==> src/rtl/hilo_muldiv_ctrl.sv <==
// HI/LO register owner: sequences MULT/MULTU through a fixed-latency multiplier,
// DIV/DIVU through a radix-2 restoring divider, and MTHI/MTLO as direct writes.
module hilo_muldiv_ctrl #(
  parameter int unsigned MUL_LAT = 2
) (
  input  logic        clk,
  input  logic        resetn,
  input  logic        req_valid,
  input  logic [2:0]  req_op,
  input  logic [31:0] req_src1,
  input  logic [31:0] req_src2,
  input  logic        req_cancel,
  output logic        req_ready,
  output logic        busy,
  output logic        done,
  output logic [31:0] hi,
  output logic [31:0] lo
);

  typedef enum logic [1:0] {IDLE, MUL, DIV, FIX} state_e;

  localparam int unsigned CW = (MUL_LAT > 32) ? $clog2(MUL_LAT) : 5;

  state_e        state_q;
  logic [CW-1:0] cnt_q;
  logic [31:0]   hi_q, lo_q;
  logic          done_q;
  logic [63:0]   prod_q;
  logic [31:0]   rem_q, quo_q, dsr_q, src1_q;
  logic          negq_q, negr_q, dz_q;

  logic          accept, sgn_mul, sgn_div;
  logic [63:0]   mul_a, mul_b, prod_d;
  logic [31:0]   mag1, mag2;
  logic [32:0]   shift;
  logic [31:0]   diff, rem_d, quo_d;

  assign req_ready = (state_q == IDLE) && !req_cancel;
  assign accept    = req_valid && req_ready && (req_op <= 3'd5);

  // Low 64 bits of a product of 64-bit extended operands are the exact
  // signed or unsigned 32x32 product.
  assign sgn_mul = (req_op == 3'd0);
  assign mul_a   = {{32{sgn_mul & req_src1[31]}}, req_src1};
  assign mul_b   = {{32{sgn_mul & req_src2[31]}}, req_src2};
  assign prod_d  = mul_a * mul_b;

  // Magnitudes held as unsigned 32-bit, so |0x80000000| stays exact.
  assign sgn_div = (req_op == 3'd2);
  assign mag1    = (sgn_div && req_src1[31]) ? 32'(0) - req_src1 : req_src1;
  assign mag2    = (sgn_div && req_src2[31]) ? 32'(0) - req_src2 : req_src2;

  // Partial remainder is always below the divisor, so the shifted value fits 33 bits.
  assign shift = {rem_q, quo_q[31]};
  assign diff  = shift[31:0] - dsr_q;
  always_comb begin
    rem_d = shift[31:0];
    quo_d = {quo_q[30:0], 1'b0};
    if (shift >= {1'b0, dsr_q}) begin
      rem_d = diff;
      quo_d = {quo_q[30:0], 1'b1};
    end
  end

  always_ff @(posedge clk or negedge resetn) begin
    if (!resetn) begin
      state_q <= IDLE;
      cnt_q   <= '0;
      hi_q    <= '0;
      lo_q    <= '0;
      done_q  <= 1'b0;
      prod_q  <= '0;
      rem_q   <= '0;
      quo_q   <= '0;
      dsr_q   <= '0;
      src1_q  <= '0;
      negq_q  <= 1'b0;
      negr_q  <= 1'b0;
      dz_q    <= 1'b0;
    end else begin
      done_q <= 1'b0;
      case (state_q)
        IDLE: begin
          if (accept) begin
            case (req_op)
              3'd0, 3'd1: begin
                prod_q  <= prod_d;
                cnt_q   <= CW'(MUL_LAT - 1);
                state_q <= MUL;
              end
              3'd2, 3'd3: begin
                quo_q   <= mag1;
                dsr_q   <= mag2;
                rem_q   <= '0;
                src1_q  <= req_src1;
                negq_q  <= sgn_div & (req_src1[31] ^ req_src2[31]);
                negr_q  <= sgn_div & req_src1[31];
                dz_q    <= (req_src2 == '0);
                cnt_q   <= '0;
                state_q <= DIV;
              end
              3'd4:    hi_q <= req_src1;
              3'd5:    lo_q <= req_src1;
              default: ;
            endcase
          end
        end
        MUL: begin
          if (req_cancel) begin
            state_q <= IDLE;
          end else if (cnt_q == '0) begin
            {hi_q, lo_q} <= prod_q;
            done_q       <= 1'b1;
            state_q      <= IDLE;
          end else begin
            cnt_q <= cnt_q - 1'b1;
          end
        end
        DIV: begin
          if (req_cancel) begin
            state_q <= IDLE;
          end else begin
            rem_q <= rem_d;
            quo_q <= quo_d;
            if (cnt_q == CW'(31)) state_q <= FIX;
            else                  cnt_q   <= cnt_q + 1'b1;
          end
        end
        FIX: begin
          if (!req_cancel) begin
            lo_q   <= dz_q ? '1     : (negq_q ? 32'(0) - quo_q : quo_q);
            hi_q   <= dz_q ? src1_q : (negr_q ? 32'(0) - rem_q : rem_q);
            done_q <= 1'b1;
          end
          state_q <= IDLE;
        end
        default: state_q <= IDLE;
      endcase
    end
  end

  assign busy = (state_q != IDLE);
  assign done = done_q;
  assign hi   = hi_q;
  assign lo   = lo_q;

endmodule
==> config.mk <==
export PLATFORM = sky130hd
export DESIGN_NAME = hilo_muldiv_ctrl
export DESIGN_NICKNAME = d
export VERILOG_FILES = /design/src/rtl/hilo_muldiv_ctrl.sv
export SDC_FILE = /design/constraint.sdc
export NUM_CORES = 2
export LEC_CHECK = 0
export BUFFER_PORTS_ARGS = -buffer_cell sky130_fd_sc_hd__buf_2
export CORE_AREA = 2 2 350 525
export CTS_BUF_LIST = sky130_fd_sc_hd__clkbuf_4 sky130_fd_sc_hd__clkbuf_8
export CTS_CLUSTER_DIAMETER = 120
export CTS_CLUSTER_SIZE = 12
export DETAILED_ROUTE_END_ITERATION = 16
export DIE_AREA = 0 0 352 527
export PLACE_DENSITY = 0.49
export SKIP_LAST_GASP = 1
export SYNTH_ARGS = -nofsm -noshare
export SYNTH_HDL_FRONTEND = slang
export SYNTH_SLANG_ARGS = --single-unit
==> constraint.sdc <==
create_clock -name clk -period 7.1 [get_ports clk]
set_clock_uncertainty 0.1 [all_clocks]
set_input_delay 0.71 -clock clk [delete_from_list [all_inputs] [get_ports clk]]
set_output_delay 0.71 -clock clk [all_outputs]
set_load 0.03 [all_outputs]
Word-level counts from Yosys, hierarchy flattened --
Cells that the tools add are included.
Operators by class: add/sub/neg operators 7, equality and inequality tests 22, multiplexer cells 46, multiply operators 1, reductions and logical operators 23, bitwise gates (word level) 5, $lt $le $gt $ge 2
Operators with widths (count):
- two-way mux 32 bit | 23
- case mux 32 bit (3 select lines) | 2
- case mux 32 bit (2 select lines) | 2
- subtractor 1 x 32 -> 32 bit (first input constant) | 4
- multiplier 33 x 33 -> 64 bit | 1
- >= comparator 33 x 32 -> 1 bit | 1
- zero test 32 bit | 1
- subtractor 32 bit | 1
- two-way mux 5 bit | 5
- case mux 5 bit (3 select lines) | 1
- != test 2 bit (second input constant) | 7
- AND reduction 6 bit | 2
- two-way mux 2 bit | 5
- case mux 5 bit (2 select lines) | 1
- case mux 2 bit (4 select lines) | 1
- AND reduction 4 bit | 2
- AND reduction 7 bit | 1
- equality test 3 x 2 -> 1 bit (second input constant) | 2
- equality test 3 bit (second input constant) | 2
- != test 2 x 1 -> 1 bit (second input constant) | 3
- != test 3 bit (second input constant) | 2
- AND reduction 3 bit | 2
- nonzero test 3 bit | 2
- adder 5 x 1 -> 5 bit (second input constant) | 1
- other kinds (19) | 32
Word-level totals: flip-flop bits (word level) 267, logic and storage cells 119

Longest topological paths before layout --
depth in word-level cells 6, gate-level depth with buffers 33, mapped depth without buffers 30

Worst setup path after synthesis --
Ideal clock, no wire load.
kind input -> register, start input req_op[2], end register prod_q[55], path slack -1827 ps, required time 6865 ps, library setup time 135 ps, cell stages on the path 29, arrival time 8691 ps, cells stage by stage nor3_1 -> and2_0 -> clkbuf_1 -> clkbuf_1 -> nand2_1 -> inv_1 -> fa_1 -> inv_1 -> fa_1 -> inv_1 -> fa_1 -> inv_1 -> fa_1 -> inv_1 -> fa_1 -> fa_1 -> inv_1 -> fa_1 -> fa_1 -> inv_1 -> ha_1 -> and3_1 -> nand3_1 -> a211o_1 -> a31oi_1 -> or4b_2 -> o221ai_1 -> mux2i_1 -> o211ai_1
Between the ends: cells in the longest elaborated chain, start to end 3, elaborated cells between the ends (all ways) 9, classes of those cells mul (1); order compare (1); eq/ne (1); bitwise (2); reduce/logical (4)
Ends and longest elaborated chain:
- start: declaration | line 9 | input logic [2:0] req_op,
- zero test 3 bit, or another cell as far along | line 43, 85
- bitwise AND 1 bit, or another cell as far along | line 44 | assign mul_a = {{32{sgn_mul & req_src1[31]}}, req_src1};
- multiplier 33 x 33 -> 64 bit or AND reduction 3 bit (tied branches)
- end signal: assignment | line 87 | prod_q <= prod_d;
- end: declaration | line 28 | logic [63:0] prod_q;
Several ways; a longest one is shown, not always the timed one. A chain may end at the register's enable or synchronous reset.

Final worst setup path --
start input req_op[1], end register prod_q[61]
The elaborated chain is that of the path after synthesis.

==> results.json <==
{
  "place_ws_ps": -1690,
  "layout_commonest_cell": "inv_1",
  "cts_buffers": 26,
  "drt_wl_total_um": 196000,
  "synth.yosys.warnings": 0,
  "min_path_type": "in -> reg",
  "synth_ff_type": "dfrtp_1",
  "grt_overflow": 0,
  "grt_antenna_before_repair": 19,
  "slowest_stage": "fa_1",
  "slew_headroom_pct": 25.2,
  "path_buf_inv": 14,
  "initial_core_util_pct": 29.7,
  "io_pins": 138,
  "synth_area_per_cell_um2": 8.85,
  "path_class": "in -> reg",
  "cp_slowest_stage_delay_ps": 570,
  "grt_max_degree": 145,
  "rsz0062_at_grt": "true",
  "post-dp-hpwl_um": 163000,
  "nFillCells": 18700,
  "failed_checks": "setup timing",
  "cts.path.max_buffers": 3,
  "start_kind": "input pin",
  "synth_cell_types": 75,
  "cts_tree": "built",
  "syn_inst": 6094,
  "core_area_mm2": 0.181,
  "place_area_mm2": 0.0622,
  "ys_seq_elements": 267,
  "fin_ws_ps": -574,
  "die_w_um": 352,
  "first_pass_iters": 5,
  "seq_area_frac_synth_pct": 12.4,
  "fmaxAchievable_ghz": 0.130,
  "cts.reportedPaths.clkPinSlew_ps": 100,
  "grt_pass1_vias": 47300,
  "nNetsFinal": 8033,
  "fin_area_mm2": 0.0648,
  "fin_crit_ps": 7670,
  "area_delta_synth_final_pct": 20.2,
  "drive_above_1_share_pct": 18.1,
  "port_buffers": 137,
  "final_max_slew_viol_count": 0,
  "post-route-period-util_pct": 108,
  "cts_root_buffer": "clkbuf_8",
  "ant_nets": 0,
  "vias": 43400,
  "cp_max_fo": 7,
  "finish.utilization_pct": 35.7,
  "place.gp.congestion": 0.918,
  "std_cell_rows": 192,
  "drc": 0,
  "cp.arrival_ps": 8090,
  "insertion_delay_ps": 660,
  "setup_viol": 29,
  "wl_per_cell_um": 21.8,
  "drv_cap": 0,
  "grt_usage_pct": 21.0,
  "path_delay_family": "adder cells",
  "drt_iter0_markers": 2623,
  "synth-edff-count": 0,
  "dieArea_mm2": 0.186,
  "grt_pass1_wl_um": 296000,
  "via_per_inst": 4.82,
  "async_flop_share_pct": 100,
  "syn_area_mm2": 0.0539,
  "htreeDepth": 1,
  "worstSetupEndpointType": "flop",
  "synth_nets": 7548,
  "die-height_um": 527,
  "path_common_cell": "fa_1",
  "outcome": "finished, violations left",
  "worst_pin_slew_ps": 1120,
  "clock-sinks": 267,
  "hold_violations": 0,
  "mostFrequentLayoutCells": "inv_1, nand2_1, fa_1, buf_4, and2_1",
  "crit_required_ps": 7510
}
kinds of logic after synthesis:
logic type	Yosys count	share of synthesized area (%)
and+or+nand+nor	1790	15.2
buffers and inverters	1560	10.9
adders and majority gates	1383	47.8
AOI/OAI and AO/OA	834	9.38
DFF	267	12.4
xor gates and xnor gates	224	3.64
muxes	36	0.687
flip-flops by register name, indices dropped and copies added, names as in the netlist:
name	flops
negr_q	1
done	1
dz_q	1
state_q	2
hi	32
quo_q	32
prod_q	64
rem_q	32
src1_q	32
cnt_q	5
negq_q	1
lo	32
dsr_q	32
layer usage:
metal / GRT usage [%] / vias up / wire length (um)
li1: - / 19400 / -
met3: 1.31 / 341 / 7680
met1: 24.6 / 22600 / 74700
met4: 8.85 / 6 / 10000
met5: 0 / - / 40
met2: 39.5 / 1075 / 104000
synthesized netlist by cell type (all sizes together), types with 10 or more instances:
master | number | share of area (%)
a211oi | 13 | 0.18
a21o | 72 | 1.0
a21oi | 205 | 1.9
a221oi | 22 | 0.36
a22o | 34 | 0.55
a22oi | 11 | 0.15
a31oi | 14 | 0.16
and2 | 348 | 4.0
and3 | 28 | 0.32
buf | 49 | 0.35
clkbuf | 333 | 2.3
dfrtp | 267 | 12
fa | 1127 | 42
ha | 256 | 5.9
inv | 1177 | 8.2
mux2i | 28 | 0.52
nand2 | 1098 | 7.6
nand2b | 18 | 0.21
nand3 | 29 | 0.29
nand4 | 16 | 0.19
nor2 | 125 | 0.88
nor2b | 30 | 0.35
nor3 | 27 | 0.25
nor4 | 16 | 0.25
o21a | 10 | 0.14
o21ai | 337 | 3.1
o21bai | 18 | 0.25
o31ai | 33 | 0.48
o41ai | 16 | 0.29
or2 | 10 | 0.12
or3 | 11 | 0.14
or4 | 22 | 0.35
xnor2 | 120 | 1.9
xor2 | 104 | 1.7
worst paths after layout:
kind	from	endpoint	slack (ps)	cells after the start
worst max-delay path	req_op[1]	prod_q[61]	-570	35
worst min-delay path	req_cancel	done	220	2
worst max register to register	rem_q[0]	rem_q[22]	2680	13
worst min register to register	hi[11]	hi[11]	380	2
max in group asynchronous	resetn	hi[9]	5050	3
min in group asynchronous	resetn	prod_q[61]	490	2
worst reg2reg max path, stage by stage, from the launching register on:
cell      delay, ps
dfrtp_1         500
ha_1            350
nor2b_1         140
o21a_1          140
o21ai_0         130
nand3b_1        130
a21oi_1         150
o21ai_0         660
a311oi_1        200
o21bai_1        240
a21bo_2         540
buf_4           440
nand2_1         290
o221ai_1        310
metrics by stage:
stage	std cells	hold WS (ps)	TNS, ps
final	9011	220	-9150
after global routing	9006	216	-15000
after CTS	8977	178	-6870
after detailed placement	8901	363	-55010
after global placement	8901	355	-52740
after floorplan	6094	314	-12870
cell type report:
| cell class | count | area [um^2] | share of cell area [%] |
|---|---|---|---|
| antenna | 6 | 15.0 | 0.0232 |
| clock buffer | 27 | 365 | 0.564 |
| clock inverter | 2 | 20.0 | 0.0309 |
| inverter | 1178 | 4440 | 6.85 |
| multi-input combinational | 4267 | 42800 | 66.0 |
| sequential | 267 | 6680 | 10.3 |
| tap | 2425 | 3030 | 4.68 |
| timing repair buffer | 839 | 7480 | 11.5 |
what timing repair did:
item	CTS	global route
hold endpoints to repair	60	0
gates resized for setup	280	126
pin swaps	158	113
setup endpoints to repair	41	38
hold buffers	1	0
buffers inserted	47	30
gates cloned	1	3
Power is left out: the tool's default activity adds up to more than one toggle a clock period on the data nets, which glitch-free logic cannot reach.
